[src/rtl/req_arbiter_pkg.sv]
// Shared types and constants for the four-way round-robin request arbiter.
// Optional feature macro used by this slice: ARB_TIMEOUT_EN (grant hold timeout).
package arb_pkg;

  localparam int NREQ  = 4;
  localparam int IDX_W = 2;

  typedef enum logic {
    IDLE,
    GRANT
  } state_e;

  // rotate_pick(req, ptr) -> {found, idx}: first set bit of req searching
  // ptr, ptr+1, ... mod NREQ. Realised in hardware by the rr_pick module.

  // 2-to-4 decode of an owner index into its one-hot grant.
  function automatic logic [NREQ-1:0] decode_idx(input logic [IDX_W-1:0] idx);
    return NREQ'(1) << idx;
  endfunction

endpackage

[src/rtl/req_arbiter_if.sv]
// Request/grant bundle between the requesters (master) and the arbiter (slave).
// Optional feature macro: ARB_TIMEOUT_EN (drives expired when enabled).
interface req_arbiter_if;
  import arb_pkg::*;

  logic [NREQ-1:0]  req;
  logic [NREQ-1:0]  grant_onehot;
  logic [IDX_W-1:0] grant_idx;
  logic             grant_valid;
  logic             expired;

  modport master (
    output req,
    input  grant_onehot, grant_idx, grant_valid, expired
  );

  modport slave (
    input  req,
    output grant_onehot, grant_idx, grant_valid, expired
  );

endinterface

[src/rtl/req_arbiter_rr_pick.sv]
// Combinational rotated priority pick: first set request at or after ptr.
// Independent of the ARB_TIMEOUT_EN macro.
module rr_pick
  import arb_pkg::*;
(
  input  logic [NREQ-1:0]  req,
  input  logic [IDX_W-1:0] ptr,
  output logic             found,
  output logic [IDX_W-1:0] idx
);

  logic [2*NREQ-1:0] req_dbl;
  logic [NREQ-1:0]   rot;
  logic [IDX_W-1:0]  off;

  // Doubling the vector turns the wrap-around rotation into a plain shift.
  assign req_dbl = {req, req};
  assign rot     = NREQ'(req_dbl >> ptr);

  // NOTE: every variable written in always_comb gets a default first, so no
  // path can leave it unassigned and infer a latch.
  always_comb begin
    off = '0;
    for (int i = NREQ - 1; i >= 0; i--) begin
      if (rot[i]) off = IDX_W'(i);
    end
  end

  assign found = |req;
  assign idx   = ptr + off;

endmodule

[src/rtl/req_arbiter.sv]
// Round-robin arbiter for four requesters with one-hot and index grant views.
// ARB_TIMEOUT_EN enables the HOLD_MAX grant timeout and the expired pulse.
module req_arbiter
  import arb_pkg::*;
#(
  parameter int HOLD_MAX = 8
) (
  input  logic          clk,
  input  logic          rst_n,
  req_arbiter_if.slave  bus
);

  state_e           state_q, state_d;
  logic [IDX_W-1:0] idx_q, idx_d;
  logic [IDX_W-1:0] ptr_q, ptr_d;
  logic [NREQ-1:0]  onehot_q, onehot_d;
  logic             valid_q, valid_d;
  logic             expired_q, expired_d;

  logic [NREQ-1:0]  pick_req;
  logic [IDX_W-1:0] pick_ptr, pick_idx;
  logic             pick_found;
  logic             owner_gone, timeout, revoke;

  // While granted, the owner is masked out and the search starts just past it.
  assign pick_req   = (state_q == GRANT) ? (bus.req & ~onehot_q) : bus.req;
  assign pick_ptr   = (state_q == GRANT) ? (idx_q + IDX_W'(1)) : ptr_q;
  assign owner_gone = (state_q == GRANT) && !bus.req[idx_q];

  rr_pick u_pick (
    .req   (pick_req),
    .ptr   (pick_ptr),
    .found (pick_found),
    .idx   (pick_idx)
  );

`ifdef ARB_TIMEOUT_EN
  localparam logic [7:0] HOLD_LAST = 8'(HOLD_MAX - 1);
  logic [7:0] hold_q, hold_d;

  assign timeout = (state_q == GRANT) && (hold_q == HOLD_LAST) &&
                   |(bus.req & ~onehot_q);
`else
  logic unused_hold_max;
  assign unused_hold_max = ^HOLD_MAX;
  assign timeout         = 1'b0;
`endif

  assign revoke = owner_gone || timeout;

  always_comb begin
    state_d   = state_q;
    idx_d     = idx_q;
    ptr_d     = ptr_q;
    expired_d = 1'b0;
`ifdef ARB_TIMEOUT_EN
    hold_d    = (hold_q == HOLD_LAST) ? hold_q : hold_q + 8'd1;
`endif
    if (state_q == IDLE || revoke) begin
      expired_d = timeout;
      ptr_d     = pick_ptr;
      if (pick_found) begin
        state_d = GRANT;
        idx_d   = pick_idx;
        ptr_d   = pick_idx + IDX_W'(1);
`ifdef ARB_TIMEOUT_EN
        hold_d  = '0;
`endif
      end else begin
        state_d = IDLE;
        idx_d   = '0;
`ifdef ARB_TIMEOUT_EN
        hold_d  = '0;
`endif
      end
    end
    onehot_d = (state_d == GRANT) ? decode_idx(idx_d) : '0;
    valid_d  = (state_d == GRANT);
  end

  // NOTE: sequential state uses non-blocking assignments so every register
  // samples the pre-edge values, independent of statement order.
  always_ff @(posedge clk or negedge rst_n) begin
    if (!rst_n) begin
      state_q   <= IDLE;
      idx_q     <= '0;
      ptr_q     <= '0;
      onehot_q  <= '0;
      valid_q   <= 1'b0;
      expired_q <= 1'b0;
    end else begin
      state_q   <= state_d;
      idx_q     <= idx_d;
      ptr_q     <= ptr_d;
      onehot_q  <= onehot_d;
      valid_q   <= valid_d;
      expired_q <= expired_d;
    end
  end

`ifdef ARB_TIMEOUT_EN
  always_ff @(posedge clk or negedge rst_n) begin
    if (!rst_n) hold_q <= '0;
    else        hold_q <= hold_d;
  end
`endif

  assign bus.grant_onehot = onehot_q;
  assign bus.grant_idx    = idx_q;
  assign bus.grant_valid  = valid_q;
  assign bus.expired      = expired_q;

endmodule
[src/flat_wrapper.sv]
// flat-port wrapper written by rule: the top's interface ports become plain ports
module req_arbiter_flat import arb_pkg::*;
#(
  parameter int HOLD_MAX = 8
)
  (clk, rst_n, bus_req, bus_grant_onehot, bus_grant_idx, bus_grant_valid, bus_expired);
  req_arbiter_if bus_i ();
  input  logic clk;
  input  logic rst_n;
  input wire logic [$bits(bus_i.req)-1:0] bus_req;
  output wire logic [$bits(bus_i.grant_onehot)-1:0] bus_grant_onehot;
  output wire logic [$bits(bus_i.grant_idx)-1:0] bus_grant_idx;
  output wire logic [$bits(bus_i.grant_valid)-1:0] bus_grant_valid;
  output wire logic [$bits(bus_i.expired)-1:0] bus_expired;
  assign bus_i.req = bus_req;
  assign bus_grant_onehot = bus_i.grant_onehot;
  assign bus_grant_idx = bus_i.grant_idx;
  assign bus_grant_valid = bus_i.grant_valid;
  assign bus_expired = bus_i.expired;
  req_arbiter #(.HOLD_MAX(HOLD_MAX)) u_core (.clk(clk), .rst_n(rst_n), .bus(bus_i));
endmodule
[config.mk]
export PLATFORM = sky130hd
export DESIGN_NAME = req_arbiter_flat
export DESIGN_NICKNAME = d
export VERILOG_FILES = /design/src/rtl/req_arbiter_pkg.sv /design/src/rtl/req_arbiter_if.sv /design/src/rtl/req_arbiter_rr_pick.sv /design/src/rtl/req_arbiter.sv /design/src/flat_wrapper.sv
export SDC_FILE = /design/constraint.sdc
export NUM_CORES = 1
export LEC_CHECK = 0
export CAP_MARGIN = 30
export CORE_MARGIN = 10
export CORE_UTILIZATION = 50
export CTS_CLUSTER_SIZE = 28
export DETAILED_ROUTE_END_ITERATION = 8
export PLACE_DENSITY = 0.85
export SETUP_SLACK_MARGIN = 0.3
export SLEW_MARGIN = 10
export SYNTH_ARGS = -nofsm -noshare
export SYNTH_HDL_FRONTEND = slang
export SYNTH_HIERARCHICAL = 1
export SYNTH_SLANG_ARGS = --single-unit
[constraint.sdc]
create_clock -name clk -period 3.6 [get_ports clk]
set_clock_uncertainty 0.2 [all_clocks]
set_input_delay 0.36 -clock clk [delete_from_list [all_inputs] [get_ports clk]]
set_output_delay 0.36 -clock clk [all_outputs]
set_load 0.03 [all_outputs]
# After elaboration in Yosys (flattened, before gate mapping)
# Cells that the tools add are included.
# word_totals
out_inout_bits	8
wordCells	31
inputBits	6
ff_bits	9
# op_classes
n_lt_le_gt_ge	1
bitwise	3
n_shift	2
reduce_logical	4
n_mux	14
add_sub_neg	3
# ops
cell	count
2-to-1 mux 2 bit	8
2-to-1 mux 4 bit	2
>> shifter 8 x 2 -> 4 bit	1
adder 2 x 1 -> 2 bit (second input constant)	2
bitwise AND 4 bit	1
NOT 4 bit	1
OR reduction 4 bit	1
left shift 1 x 2 -> 4 bit (first input constant)	1
less-than comparator 2 x 3 -> 1 bit (second input constant)	1
2-to-1 mux 1 bit	3
adder 2 bit	1
binary-select mux 1 bit (select 2 bit)	1
logical AND 1 bit	1
logical NOT 1 bit	1
logical OR 1 bit	1
NOT 1 bit	1

# Longest topological paths before layout
# depth
ltp_word	13
mapped_depth	15
ltp_nobuf	14

# Cells and area by module
# Netlist, hierarchy kept.
# modules_own_cells
module	cells_per_inst	seq_area_each_um2	n_inst	area_each_um2
req_arbiter	56	225.2	1	558.0
rr_pick	27	0.0	1	178.9

# Worst setup path before layout
# Ideal clock, no wire load.
# synth_path
path_type	reg2reg
from	register u_core/bus.grant_valid (netlist name)
to	register u_core.ptr_q[1]
stages_incl_launch_ff	16
path_buffers	1
period_less_slack_ns	2.845
required_ns	3.279
path_slack_ns	0.755
t_arrival_ns	2.524
cell_sequence	dfrtp_1 inv_1 nand2_1 o21ai_0 buf_4 nand2_1 nor2_1 o21ai_0 o211ai_1 ha_1 xor2_1 xnor2_1 xnor2_1 nand2_1 o21ai_0 o21ai_1
# synth_lines
element	line	source
to (signal assigned)	req_arbiter.sv:94	ptr_q <= ptr_d;
to (decl)	req_arbiter.sv:15	logic [IDX_W-1:0] ptr_q, ptr_d;

==> impl_metrics.csv <==
group,metric,value,unit
critical_path,start_kind,"register",
clock_tree,cts_buffer_depth,2,
global_route,busiest_layer,"met2",
global_route,grt_usage,11.0,%
critical_path,cp.required,3.54,ns
detailed_routing,routed_wl,1.73,mm
layout,fill_cells,104,
global_route,antenna_found_initial,0,
placed_design,dpl_cell_area,878,um^2
clock_tree,clk_latency,0.25,ns
synth,synth.distinct_cells,36,
layout,multi_input_comb_area,473,um^2
synth,synth_nets,90,
placed_design,hpwlAfterDp,1.25,mm
critical_path,worstPathMaxFanout,10,
layout,final_core_util,67.8,%
clock_tree,tritoncts,"done",
sta,finalCritPeriodShare,79.1,%
layout,fin_area,916,um^2
die,num_rows,13,
sta,rsz0062_at_grt,"no",
placed_design,place.gp.congestion,0.847,
sta,max_freq,351,MHz
layout,layout_common_cells,"12 x clkdlybuf4s50_1, 9 x dfrtp_1, 8 x nand2_1",
clock_tree,clockRootBuffer,"clkbuf_4",
critical_path,critical_path_class,"register to register",
sta,whs,0.201,ns
clock_tree,cts.clk_slew.worst_paths,0.06,ns
sta,finalSetupViolations,0,
job,maxCapViolCount,0,
die,pin_count,14,
hold_path,hold_path.class,"input pin to asynchronous set/reset pin",
detailed_routing,drt-vias-per-instance,5.81,
synth,synth_area,737,um^2
run_status,status,"finished, final reports clean",
critical_path,cp.arrival,2.78,ns
layout,layout-drive-gt1-share,17.0,%
die,die_y,58.4,um
synth,yosysSeqAreaShare,30.6,%
sta,min_period,2.85,ns
clock_tree,cts_resized,0,
clock_tree,ctsHoldBuffers,0,
synth,ys_warn_count,6,
clock_tree,numCtsBuffers,3,
synth,syn_avg_cell_area,8.88,um^2
detailed_routing,antenna_left,0,
layout,area_growth,24.3,%
global_route,gr-usage-met3,5.79,%
global_route,grt_pass1_wl,3.04,mm
detailed_routing,wl_per_cell,15.0,um
placed_design,port_buffers,12,
layout,fin_nets,108,
detailed_routing,drc,0,
synth,ys_ff_latch,9,
sta,finalHoldViolations,0,
die,core,0.00135,mm^2
global_route,met1_usage,13.8,%
global_route,met2_usage,16.2,%
clock_tree,cts_sinks,9,
synth,synthCells,83,
global_route,grt_pass1_vias,626,
detailed_routing,vias,668,
critical_path,end_kind,"register",
die,start_util,54.6,%
sta,slew_viol_final,0,
clock_tree,htreeDepth,1,
global_route,grt_max_degree,15,
sta,setup_tns,0,ns
die,fp.dieArea,0.00341,mm^2
die,die_w,58.4,um
global_route,overflow,0,
detailed_routing,drt_iter0_drc,18,
layout,regArea,225,um^2
layout,final_common_cell,"clkdlybuf4s50_1",
clock_tree,cts_setup_buffers,0,
detailed_routing,dr.pass1.iters,4,
layout,num_antenna_cells,0,
-- state kept, by name, indices dropped and copies added, names as in the netlist --
name                     count
u_core/bus.grant_idx         2
u_core/ptr_q                 2
u_core/bus.grant_onehot      4
u_core/bus.grant_valid       1
-- worst max-delay path, cell delays in order, from the launching register on --
cell and delay (ns):
dfrtp_1 0.52, inv_1 0.14, nand2_1 0.08, o21ai_0 0.08, buf_4 0.19, nand2_1 0.11
nor2_1 0.05, o21ai_0 0.18, o211ai_1 0.12, ha_1 0.21, xor2_1 0.16, xnor2_2 0.34
xnor2_1 0.16, nand2_1 0.06, o21ai_0 0.08, o21ai_1 0.07
-- worst paths after layout --
path                                              end              startpoint  slack [ns]  cells past startpoint
min in group clk                      u_core/ptr_q[1]         u_core/ptr_q[1]        0.29                      2
max in group asynchronous  u_core/bus.grant_onehot[2]                   rst_n        2.72                      1
min                           u_core/bus.grant_idx[0]                   rst_n        0.20                      1
min reg2reg                           u_core/ptr_q[1]         u_core/ptr_q[1]        0.29                      2
max reg2reg                           u_core/ptr_q[1]  u_core/bus.grant_valid        0.75                     15
max                                   u_core/ptr_q[1]  u_core/bus.grant_valid        0.75                     15
-- synth_stat cells (all sizes together) --
cell,n,area (um^2)
nor2,6,22.5
nor2b,1,6.26
conb,1,3.75
inv,2,7.51
mux2i,3,30.0
mux2,2,30.0
buf,5,42.5
nor4b,1,15.0
xnor2,3,26.3
nand3,2,10.0
nand2,8,30.0
nor3b,2,15.0
nor3,2,10.0
xor2,1,8.76
ha,1,12.5
or3,1,6.26
or2,1,6.26
o31ai,2,20.0
a21o,2,15.0
and2,1,6.26
nand2b,2,12.5
nor4,1,6.26
dfrtp,9,225
a22o,1,17.5
a21boi,4,30.0
o21ai,6,30.0
nand3b,3,22.5
o211ai,1,7.51
a211oi,2,15.0
a31oi,1,6.26
a2111oi,1,15.0
a21oi,5,25.0
-- per-layer routing --
metal / vias to the layer above / wire (um)
met3: 0 / 153
met4: 0 / 0
met5: - / 0
met2: 23 / 740
met1: 311 / 834
li1: 334 / -
-- cells by family (layout without fill, tap and decap cells) --
family / Yosys count / in the layout / share of synthesized area (%)
compound gates: 25 / 25 / 24.6
xor+xnor: 4 / 4 / 4.75
fa+ha+maj: 1 / 1 / 1.70
buf+inv: 7 / 24 / 6.79
flops: 9 / 9 / 30.6
mux: 5 / 5 / 8.15
other cells: 1 / 1 / 0.509
simple gates: 31 / 31 / 22.9
-- through the flow --
| step | worst slack, ns | std cells |
|---|---|---|
| 2_1_floorplan | 0.755 | 83 |
| 3_3_place_gp | 0.527 | 111 |
| 3_5_place_dp | 0.418 | 111 |
| 4_1_cts | 0.551 | 115 |
| 5_1_grt | 0.447 | 115 |
| 6_report | 0.754 | 115 |
-- area by class of cell --
| type | instances | area share [%] |
|---|---|---|
| clock buffer | 4 | 2.87 |
| inverter | 2 | 0.820 |
| multi-input combinational | 67 | 51.6 |
| sequential | 9 | 24.6 |
| tap | 15 | 2.05 |
| timing repair buffer | 18 | 18.0 |
Power is left out: the tool's default activity adds up to more than one toggle a clock period on the data nets, which glitch-free logic cannot reach.
